===== src/rtl/mac_accumulator.sv =====
// -----------------------------------------------------------------------------
// mac_accumulator
//
// Purpose:
//   Sums a stream of signed products from an upstream multiplier into one
//   signed accumulator per vector. A vector closes on a term flagged with
//   last_i or when the term count reaches MAX_TERMS. The result is then held
//   until downstream takes it. A new vector's first term can be accepted in
//   the same cycle that the previous result is consumed.
//
// Configuration macro:
//   ACC_SAT_EN - when defined, an overflowing sum clamps to the most positive
//                or most negative ACC_W-bit value. When undefined, the sum
//                wraps modulo 2^ACC_W. In both builds ovf_o flags overflow.
//
// Ports:
//   clk_i        in   1      clock, all state on the rising edge
//   rst_ni       in   1      asynchronous active-low reset
//   prod_i       in   N_OUT  signed product term
//   prod_valid_i in   1      prod_i / last_i valid
//   last_i       in   1      current term is the last of the vector
//   prod_ready_o out  1      block accepts a term
//   acc_o        out  ACC_W  signed accumulated sum
//   acc_valid_o  out  1      acc_o / cnt_o / ovf_o are final
//   acc_ready_i  in   1      downstream consumes the result
//   cnt_o        out  CNT_W  number of terms accumulated
//   ovf_o        out  1      sticky signed-overflow flag for this vector
// -----------------------------------------------------------------------------
module mac_accumulator #(
   parameter int N_OUT     = 6,
   parameter int ACC_W     = 12,
   parameter int CNT_W     = 8,
   parameter int MAX_TERMS = 255
) (
   input  logic             clk_i,
   input  logic             rst_ni,
   input  logic [N_OUT-1:0] prod_i,
   input  logic             prod_valid_i,
   input  logic             last_i,
   output logic             prod_ready_o,
   output logic [ACC_W-1:0] acc_o,
   output logic             acc_valid_o,
   input  logic             acc_ready_i,
   output logic [CNT_W-1:0] cnt_o,
   output logic             ovf_o
);

   typedef enum logic [0:0] {
      ACCUM = 1'b0,
      HOLD  = 1'b1
   } state_t;

   state_t                  state_r;
   state_t                  state_nxt_s;
   logic signed [ACC_W-1:0] acc_r;
   logic signed [ACC_W-1:0] acc_nxt_s;
   logic        [CNT_W-1:0] cnt_r;
   logic        [CNT_W-1:0] cnt_nxt_s;
   logic                    ovf_r;
   logic                    ovf_nxt_s;

   logic signed [ACC_W-1:0] prod_ext_s;
   logic signed [ACC_W-1:0] sum_raw_s;
   logic signed [ACC_W-1:0] sum_s;
   logic                    sum_ovf_s;
   logic        [CNT_W-1:0] cnt_inc_s;
   logic                    term_hs_s;
   logic                    res_hs_s;
   logic                    max_is_one_s;

   // Signed add overflows when both operands share a sign the result lacks.
   function automatic logic add_ovf(input logic a_msb, input logic b_msb,
                                    input logic s_msb);
      return (a_msb == b_msb) && (s_msb != a_msb);
   endfunction

   // Handshakes, operand extension and the candidate next sum.
   always_comb begin
      prod_ready_o = (state_r == ACCUM) ? 1'b1 : acc_ready_i;
      acc_valid_o  = (state_r == HOLD);
      term_hs_s    = prod_valid_i && prod_ready_o;
      res_hs_s     = acc_valid_o && acc_ready_i;
      prod_ext_s   = ACC_W'($signed(prod_i));
      sum_raw_s    = acc_r + prod_ext_s;
      sum_ovf_s    = add_ovf(acc_r[ACC_W-1], prod_ext_s[ACC_W-1],
                             sum_raw_s[ACC_W-1]);
      cnt_inc_s    = cnt_r + CNT_W'(1);
      max_is_one_s = (CNT_W'(MAX_TERMS) == CNT_W'(1));
`ifdef ACC_SAT_EN
      // Clamp towards the sign shared by both operands.
      if (sum_ovf_s) begin
         sum_s = acc_r[ACC_W-1] ? {1'b1, {(ACC_W-1){1'b0}}}
                                : {1'b0, {(ACC_W-1){1'b1}}};
      end else begin
         sum_s = sum_raw_s;
      end
`else
      sum_s = sum_raw_s;
`endif
   end

   // Next-state and next-datapath logic of the ACCUM/HOLD controller.
   always_comb begin
      state_nxt_s = state_r;
      acc_nxt_s   = acc_r;
      cnt_nxt_s   = cnt_r;
      ovf_nxt_s   = ovf_r;
      case (state_r)
         ACCUM: begin
            if (term_hs_s) begin
               acc_nxt_s = sum_s;
               cnt_nxt_s = cnt_inc_s;
               ovf_nxt_s = ovf_r | sum_ovf_s;
               if (last_i || (cnt_inc_s == CNT_W'(MAX_TERMS))) begin
                  state_nxt_s = HOLD;
               end else begin
                  state_nxt_s = ACCUM;
               end
            end else begin
               state_nxt_s = ACCUM;
            end
         end
         HOLD: begin
            if (res_hs_s) begin
               if (term_hs_s) begin
                  // Result leaves while the next vector's first term arrives.
                  acc_nxt_s = prod_ext_s;
                  cnt_nxt_s = CNT_W'(1);
                  ovf_nxt_s = 1'b0;
                  if (last_i || max_is_one_s) begin
                     state_nxt_s = HOLD;
                  end else begin
                     state_nxt_s = ACCUM;
                  end
               end else begin
                  acc_nxt_s   = {ACC_W{1'b0}};
                  cnt_nxt_s   = {CNT_W{1'b0}};
                  ovf_nxt_s   = 1'b0;
                  state_nxt_s = ACCUM;
               end
            end else begin
               state_nxt_s = HOLD;
            end
         end
         default: begin
            state_nxt_s = ACCUM;
            acc_nxt_s   = {ACC_W{1'b0}};
            cnt_nxt_s   = {CNT_W{1'b0}};
            ovf_nxt_s   = 1'b0;
         end
      endcase
   end

   // State and datapath registers; reset discards any partial vector.
   always_ff @(posedge clk_i or negedge rst_ni) begin
      if (!rst_ni) begin
         state_r <= ACCUM;
         acc_r   <= {ACC_W{1'b0}};
         cnt_r   <= {CNT_W{1'b0}};
         ovf_r   <= 1'b0;
      end else begin
         state_r <= state_nxt_s;
         acc_r   <= acc_nxt_s;
         cnt_r   <= cnt_nxt_s;
         ovf_r   <= ovf_nxt_s;
      end
   end

   assign acc_o = acc_r;
   assign cnt_o = cnt_r;
   assign ovf_o = ovf_r;

endmodule

===== config.mk =====
export PLATFORM = sky130hd
export DESIGN_NAME = mac_accumulator
export DESIGN_NICKNAME = d
export VERILOG_FILES = /design/src/rtl/mac_accumulator.sv
export SDC_FILE = /design/constraint.sdc
export NUM_CORES = 1
export LEC_CHECK = 0
export CORE_UTILIZATION = 40
export CTS_BUF_LIST = sky130_fd_sc_hd__clkbuf_8
export CTS_CLUSTER_DIAMETER = 40
export DETAILED_ROUTE_END_ITERATION = 16
export PLACE_DENSITY_LB_ADDON = 0.1
export SYNTH_ARGS = -nofsm -noshare
export SYNTH_HDL_FRONTEND = slang
export SYNTH_SLANG_ARGS = --single-unit

===== constraint.sdc =====
create_clock -name clk_i -period 3.2 [get_ports clk_i]
set_clock_uncertainty 0.2 [all_clocks]
set_input_delay 0.32 -clock clk_i [delete_from_list [all_inputs] [get_ports clk_i]]
set_output_delay 0.32 -clock clk_i [all_outputs]
set_load 0.03 [all_outputs]

==> metrics.md, run 1 <==
| Metric | Value |
|---|---|
| Status | `finished, final reports clean` |
| WL/cell | `~15 um` |
| Hold buffers post-CTS | `0` |
| Fill count | `~370` |
| 1st-iter DRT viols | `around 80` |
| Final std cells w/o fill | `approximately 280` |
| H-tree depth | `1` |
| Cell area after synthesis | `between 1500 and 2000 um^2` |
| Relative slew slack | `0.587` |
| Class of the worst hold path | `input pin to async pin` |
| Chip height | `66.4 um` |
| Core Area | `~4000 um^2` |
| P&R area growth vs syn | `28.1%` |
| DRC Markers | `0` |
| Routed WL | `between 4000 and 5000 um` |
| Number of vias per cell | `between 5 and 6` |
| Port Buf Inserts | `33` |
| Antenna cells | `0` |
| Max-Cap Viols | `0` |
| CTS buffer count | `3` |
| Placed Cells | `273` |
| Remaining Overflow, GRT | `0` |
| Max Buffers Root-to-Sink | `2` |
| Clk Tree Root Cell | `clkbuf_8` |
| Largest net degree at the start of global routing | `23` |
| Antenna-violating nets left | `0` |
| Total negative slack | `0 ps` |
| Number of synthesized flops with an enable pin | `0` |
| Crit path DAT | `2610 ps` |
| Post-synth cell types | `53` |
| Cts repair resizes | `0` |
| Clk slew on worst S/H paths | `100 ps` |
| Total number of vias | `between 1.5k and 2k` |
| Max Fclk | `0.376 GHz` |
| Min cycle time layout | `2660 ps` |
| Crit path launch type | `input pin` |
| CTS tree | `yes` |
| Final Power | `approximately 1.6 mW` |
| Total GRT Usage | `0.203` |
| Post-CTS Setup Bufs | `0` |
| Crit Path Max Fanout | `3` |
| Row count | `23` |
| IO Count | `34` |
| Die X-Extent | `around 66 um` |
| Setup WS pre-CTS | `~270 ps` |
| HPWL after detailed placement | `around 3000 um` |
| Critical Path RT | `between 3000 and 4000 ps` |
| Starting density of the core | `0.414` |
| Fraction of registers with async set/reset | `1.00` |
| Crit Path Class | `input pin to register` |
| Clk_lat worst skew | `between 200 and 300 ps` |
| Avg Cell Area, Syn | `around 8.6 um^2` |
| Max Slew Vio Count | `0` |
| Setup violations, final | `0` |
| Period utilisation layout | `0.831` |
| Number of global-route vias before repair | `about 1.4k` |
| First-pass GRT wire length | `around 6800 um` |
| Post-synth top flop | `dfrtp_1` |
| Syn Nets | `around 220` |
| Seq cells post-synth | `22` |
| Layout cell share with drive strength beyond 1 | `0.0969` |
| Seq/Total Area, Yosys | `0.332` |
| RSZ-0062 raised after global routing | `false` |
| Sink Count | `22` |
| Synthesis Warnings | `0` |
| Worst slew pin tran | `619 ps` |
| RD Place Congestion | `0.869` |
| Initial antenna violation count | `0` |
| Power density over the cells | `744 nW/um^2` |
| Maximum vdd drop | `366 uV` |
| Reg2reg setup slack | `roughly 680 ps` |
| Nets@finish | `253` |
| Pleak | `0.915 nW` |
| Setup ws final | `between 500 and 600 ps` |
| Die area | `4410 um^2` |
| Final hold vios | `0` |
| DRT Pass-1 Iters | `4` |
| Crit. End Element | `register` |
| Post-Syn Instances | `approximately 190` |
critical path, stage by stage:
cell and delay [ps]:
clkdlybuf4s50_1 490, ha_1 210, inv_1 70, fa_1 380, nand2b_1 210, a21oi_2 200
o211ai_2 110, a21boi_1 210, nor3_1 70, or3b_1 340
synthesized netlist by cell type, types with 5 or more instances:
master	n	area (um^2)
o21ai_1	7	35.0
a31oi_1	7	43.8
inv_1	6	22.5
o21ai_0	14	70.1
xnor2_1	5	43.8
nand2_1	15	56.3
nor2b_1	7	43.8
nand2b_1	6	37.5
a21oi_1	15	75.1
nor2_1	14	52.6
dfrtp_1	22	551
ha_1	13	163
through the flow:
stage,hold WS [ps],cell area (um^2),utilization
final,199,2120,0.531
after global routing,249,2120,0.531
after CTS,208,2120,0.531
after detailed placement,305,2050,0.513
after global placement,297,2050,0.513
after floorplan,-176,1660,-
routing by layer:
layer	GRT usage	wire length, um	up-vias
met5	0	0	-
met4	0.0638	25	0
met3	0.0155	126	2
met2	0.325	1900	33
met1	0.286	2070	751
li1	-	-	762
cell usage in the layout (no fill, tap or decap), drive strengths merged, types with 2 or more instances in the layout:
cell type / instances
buf: 5
nor2b: 7
or2: 2
clkbuf: 3
and3: 3
a21boi: 2
nor3: 4
a31oi: 7
nand2: 16
o31ai: 2
o21ai: 22
a21o: 5
clkdlybuf4s50: 33
o211ai: 2
ha: 13
a211oi: 5
a21oi: 17
nand2b: 7
xnor2: 5
nand3: 3
mux2i: 2
inv: 7
dfrtp: 22
nor2: 15
where the power goes:
group | total, mW | internal [mW] | switching [mW]
Sequential | 0.441 | 0.354 | 0.0876
Combinational | 0.866 | 0.393 | 0.473
Clock | 0.272 | 0.167 | 0.105
Total | 1.58 | 0.914 | 0.665
layout make-up:
| type | instances | area, um^2 | share of cell area |
|---|---|---|---|
| Clock buffer | 3 | 41.3 | 0.0194 |
| Clock inverter | 1 | 30.0 | 0.0141 |
| Inverter | 7 | 26.3 | 0.0124 |
| Multi-Input combinational cell | 156 | 1040 | 0.492 |
| Sequential cell | 22 | 551 | 0.259 |
| Tap cell | 50 | 62.6 | 0.0295 |
| Timing Repair Buffer | 38 | 368 | 0.173 |
cells by family after synthesis:
kind of cell,Yosys count,synth area share
xor+xnor,6,0.0317
simple gates,65,0.207
buf+inv,14,0.0377
flops,22,0.332
compound gates,69,0.269
fa+ha+maj,14,0.110
mux,2,0.0121
final timing paths:
| check | startpoint | endpoint | cells after the start |
|---|---|---|---|
| worst max-delay path | prod_i[0] | acc_o[8] | 10 |
| worst min register to register | cnt_o[7] | cnt_o[7] | 1 |
| worst min-delay path | rst_ni | acc_o[9] | 2 |
| min in group clk_i | cnt_o[7] | cnt_o[7] | 1 |
| max in group asynchronous | rst_ni | acc_o[1] | 2 |
| worst max register to register | acc_o[0] | acc_o[8] | 9 |
state kept, by name (all words and copies together) (netlist names):
name and flops:
acc_o 12, acc_valid_o 1, cnt_o 8, ovf_o 1
(Power assumes the default switching activity.)
==> inputs of run 2 (changes only) <==
==> constraint.sdc (replaced) <==
create_clock -name clk_i -period 2.15 [get_ports clk_i]
set_clock_uncertainty 0.2 [all_clocks]
set_input_delay 0.215 -clock clk_i [delete_from_list [all_inputs] [get_ports clk_i]]
set_output_delay 0.215 -clock clk_i [all_outputs]
set_load 0.03 [all_outputs]
==> metrics.md, run 2 (synthesis gave the netlist of run 1 again) <==
| Metric | Value |
|---|---|
| Total GRT Usage | `0.229 (+0.0265)` |
| Worst r2r src | `acc_o[0]` |
| Fill count | `344 (-6.5%)` |
| Chip height | `66.4 um (unchanged)` |
| Port Buf Inserts | `33 (unchanged)` |
| Hold buffers post-CTS | `0 (unchanged)` |
| Final hold vios | `0 (unchanged)` |
| Setup violations, final | `1 (+1)` |
| Die area | `4410 um^2 (unchanged)` |
| HPWL after detailed placement | `3450 um (+16%)` |
| DRT Pass-1 Iters | `4 (unchanged)` |
| Period utilisation layout | `1.04` |
| Clk slew on worst S/H paths | `80 ps (-20 ps)` |
| Final Power | `2.55 mW (+62%)` |
| Slowest cell delay on critical path | `400 ps (-90 ps)` |
| Crit Path Class | `register to register` |
| Antenna cells | `0 (unchanged)` |
| Final core utilization | `0.606 (+0.0748)` |
| Initial antenna violation count | `0 (unchanged)` |
| Worst slew pin tran | `452 ps (-167 ps)` |
| 1st-iter DRT viols | `91 (+15%)` |
| Die X-Extent | `66.4 um (unchanged)` |
| Max Slew Vio Count | `0 (unchanged)` |
| Routed WL | `4560 um (+11%)` |
| Max-Cap Viols | `0 (unchanged)` |
| Commonest cells after routing, fill and taps aside | `buf_4 (35), clkdlybuf4s50_1 (30), dfrtp_1 (17), nand2_1 (15), nor2_1 (14)` |
| Failing checks | `negative setup slack` |
| Clk_lat worst skew | `260 ps (about the same)` |
| Maximum vdd drop | `575 uV (+57%)` |
| Sink Count | `22 (unchanged)` |
| Antenna-violating nets left | `0 (unchanged)` |
| Crit Path Max Fanout | `2 (-1)` |
| Area after DPL | `2330 um^2 (+14%)` |
| Critical Path RT | `2090 ps (-1060 ps)` |
| Post-route cell area | `2420 um^2 (+14%)` |
| Setup ws final | `-85.1 ps (-627 ps)` |
| Reg2reg setup slack | `-90 ps (-770 ps)` |
| Largest net degree at the start of global routing | `23 (unchanged)` |
| Crit-path slowest cell | `dfrtp_2` |
| Placed Cells | `301 (+10%)` |
| Status | `finished with violations` |
| Relative slew slack | `0.699 (+0.112)` |
| Min cycle time layout | `2240 ps` |
| RSZ-0062 raised after global routing | `true` |
| Setup WS pre-CTS | `-492 ps (-762 ps)` |
| Power density over the cells | `1050 nW/um^2 (+42%)` |
| Total number of vias | `1670 (+7.9%)` |
| Core Area | `4000 um^2 (unchanged)` |
| Pleak | `1.06 nW (+15%)` |
| Remaining Overflow, GRT | `0 (unchanged)` |
| Max Fclk | `0.447 GHz` |
| WL/cell | `14.9 um (+0.35%)` |
| CTS buffer count | `3 (unchanged)` |
| Starting density of the core | `0.414 (unchanged)` |
| Crit path launch type | `register` |
| DRC Markers | `0 (unchanged)` |
| Worst path cell trace | `ha_4 -> inv_2 -> fa_2 -> nand2b_4 -> a21oi_4 -> o211ai_2 -> a21boi_2 -> nor3_1 -> or3b_1` |
| CTS tree | `yes` |
| R2r worst-path depth | `9 (unchanged)` |
| Class of the worst hold path | `input pin to async pin` |
| Layout cell share with drive strength beyond 1 | `0.262 (+0.165)` |
| Row count | `23 (unchanged)` |
| Crit. End Element | `register` |
| P&R area growth vs syn | `46.1%` |
| Nets@finish | `282 (+11%)` |
| RD Place Congestion | `0.887 (+2.1%)` |
| Largest register FFs | `12 (unchanged)` |
| IO Count | `34 (unchanged)` |
| H-tree depth | `1 (unchanged)` |
| Crit path DAT | `2170 ps (-440 ps)` |
| Hold slack final | `103 ps (-95.8 ps)` |
| Number of vias per cell | `5.46 (-2.3%)` |
| Commonest non-fill, non-tap cell in the layout | `buf_4` |
| Max Buffers Root-to-Sink | `2 (unchanged)` |
| First-pass GRT wire length | `7610 um (+13%)` |
| Final std cells w/o fill | `306 (+10%)` |
| Total negative slack | `-85.1 ps (-85.1 ps)` |
| Number of global-route vias before repair | `1724 (+20%)` |
| RR Endpoint | `acc_o[8]` |
| Clk Tree Root Cell | `clkbuf_8` |
## run 2: area by class of cell
class                           instances  area, um^2  area share
Clock buffer                            3        41.3      0.0170
Clock inverter                          1        3.75     0.00155
Inverter                                7        26.3      0.0108
Multi-Input combinational cell        156        1150       0.475
Sequential cell                        22         557       0.230
Tap cell                               50        62.6      0.0258
Timing Repair Buffer                   67         581       0.240
## run 2: worst max-delay path by stage
stage               startpoint  slack, ps  depth (start not counted)       end
global placement     prod_i[0]       -400                         10  acc_o[8]
floorplan             acc_o[0]       -140                          9  acc_o[8]
finish                acc_o[0]        -90                          9  acc_o[8]
CTS                   acc_o[0]        -90                          9  acc_o[8]
global route          acc_o[0]       -180                          9  acc_o[8]
detailed placement   prod_i[0]       -490                         10  acc_o[8]
## run 2: worst max-delay path: cells and delay by family, from the launching register on
kind                       cells  cell delay (ps)
AOI/OAI and AO/OA              3              420
buffers and inverters          1               30
DFF                            1              400
adders and majority gates      2              490
and+or+nand+nor                3              560
## run 2: metal layers
layer	global-route usage	wire length, um	share of wire
met3	0.0241	170	0.037
met1	0.278	2010	0.44
met5	0	0	0
met2	0.420	2330	0.51
met4	0.0691	55	0.012
## run 2: repair_timing
item                                    in CTS  in global routing
resized for setup                            5                  5
endpoints found under the setup margin       5                  5
setup buffers                                0                  1
pin swaps                                    2                  6
endpoints found under the hold margin        0                  0
## run 2: power by group
part	internal, mW	switching, mW	total (mW)	leakage, nW
sequential	0.531	0.133	0.664	0.276
clock	0.127	0.134	0.261	0.0269
combinational	0.814	0.816	1.63	0.753
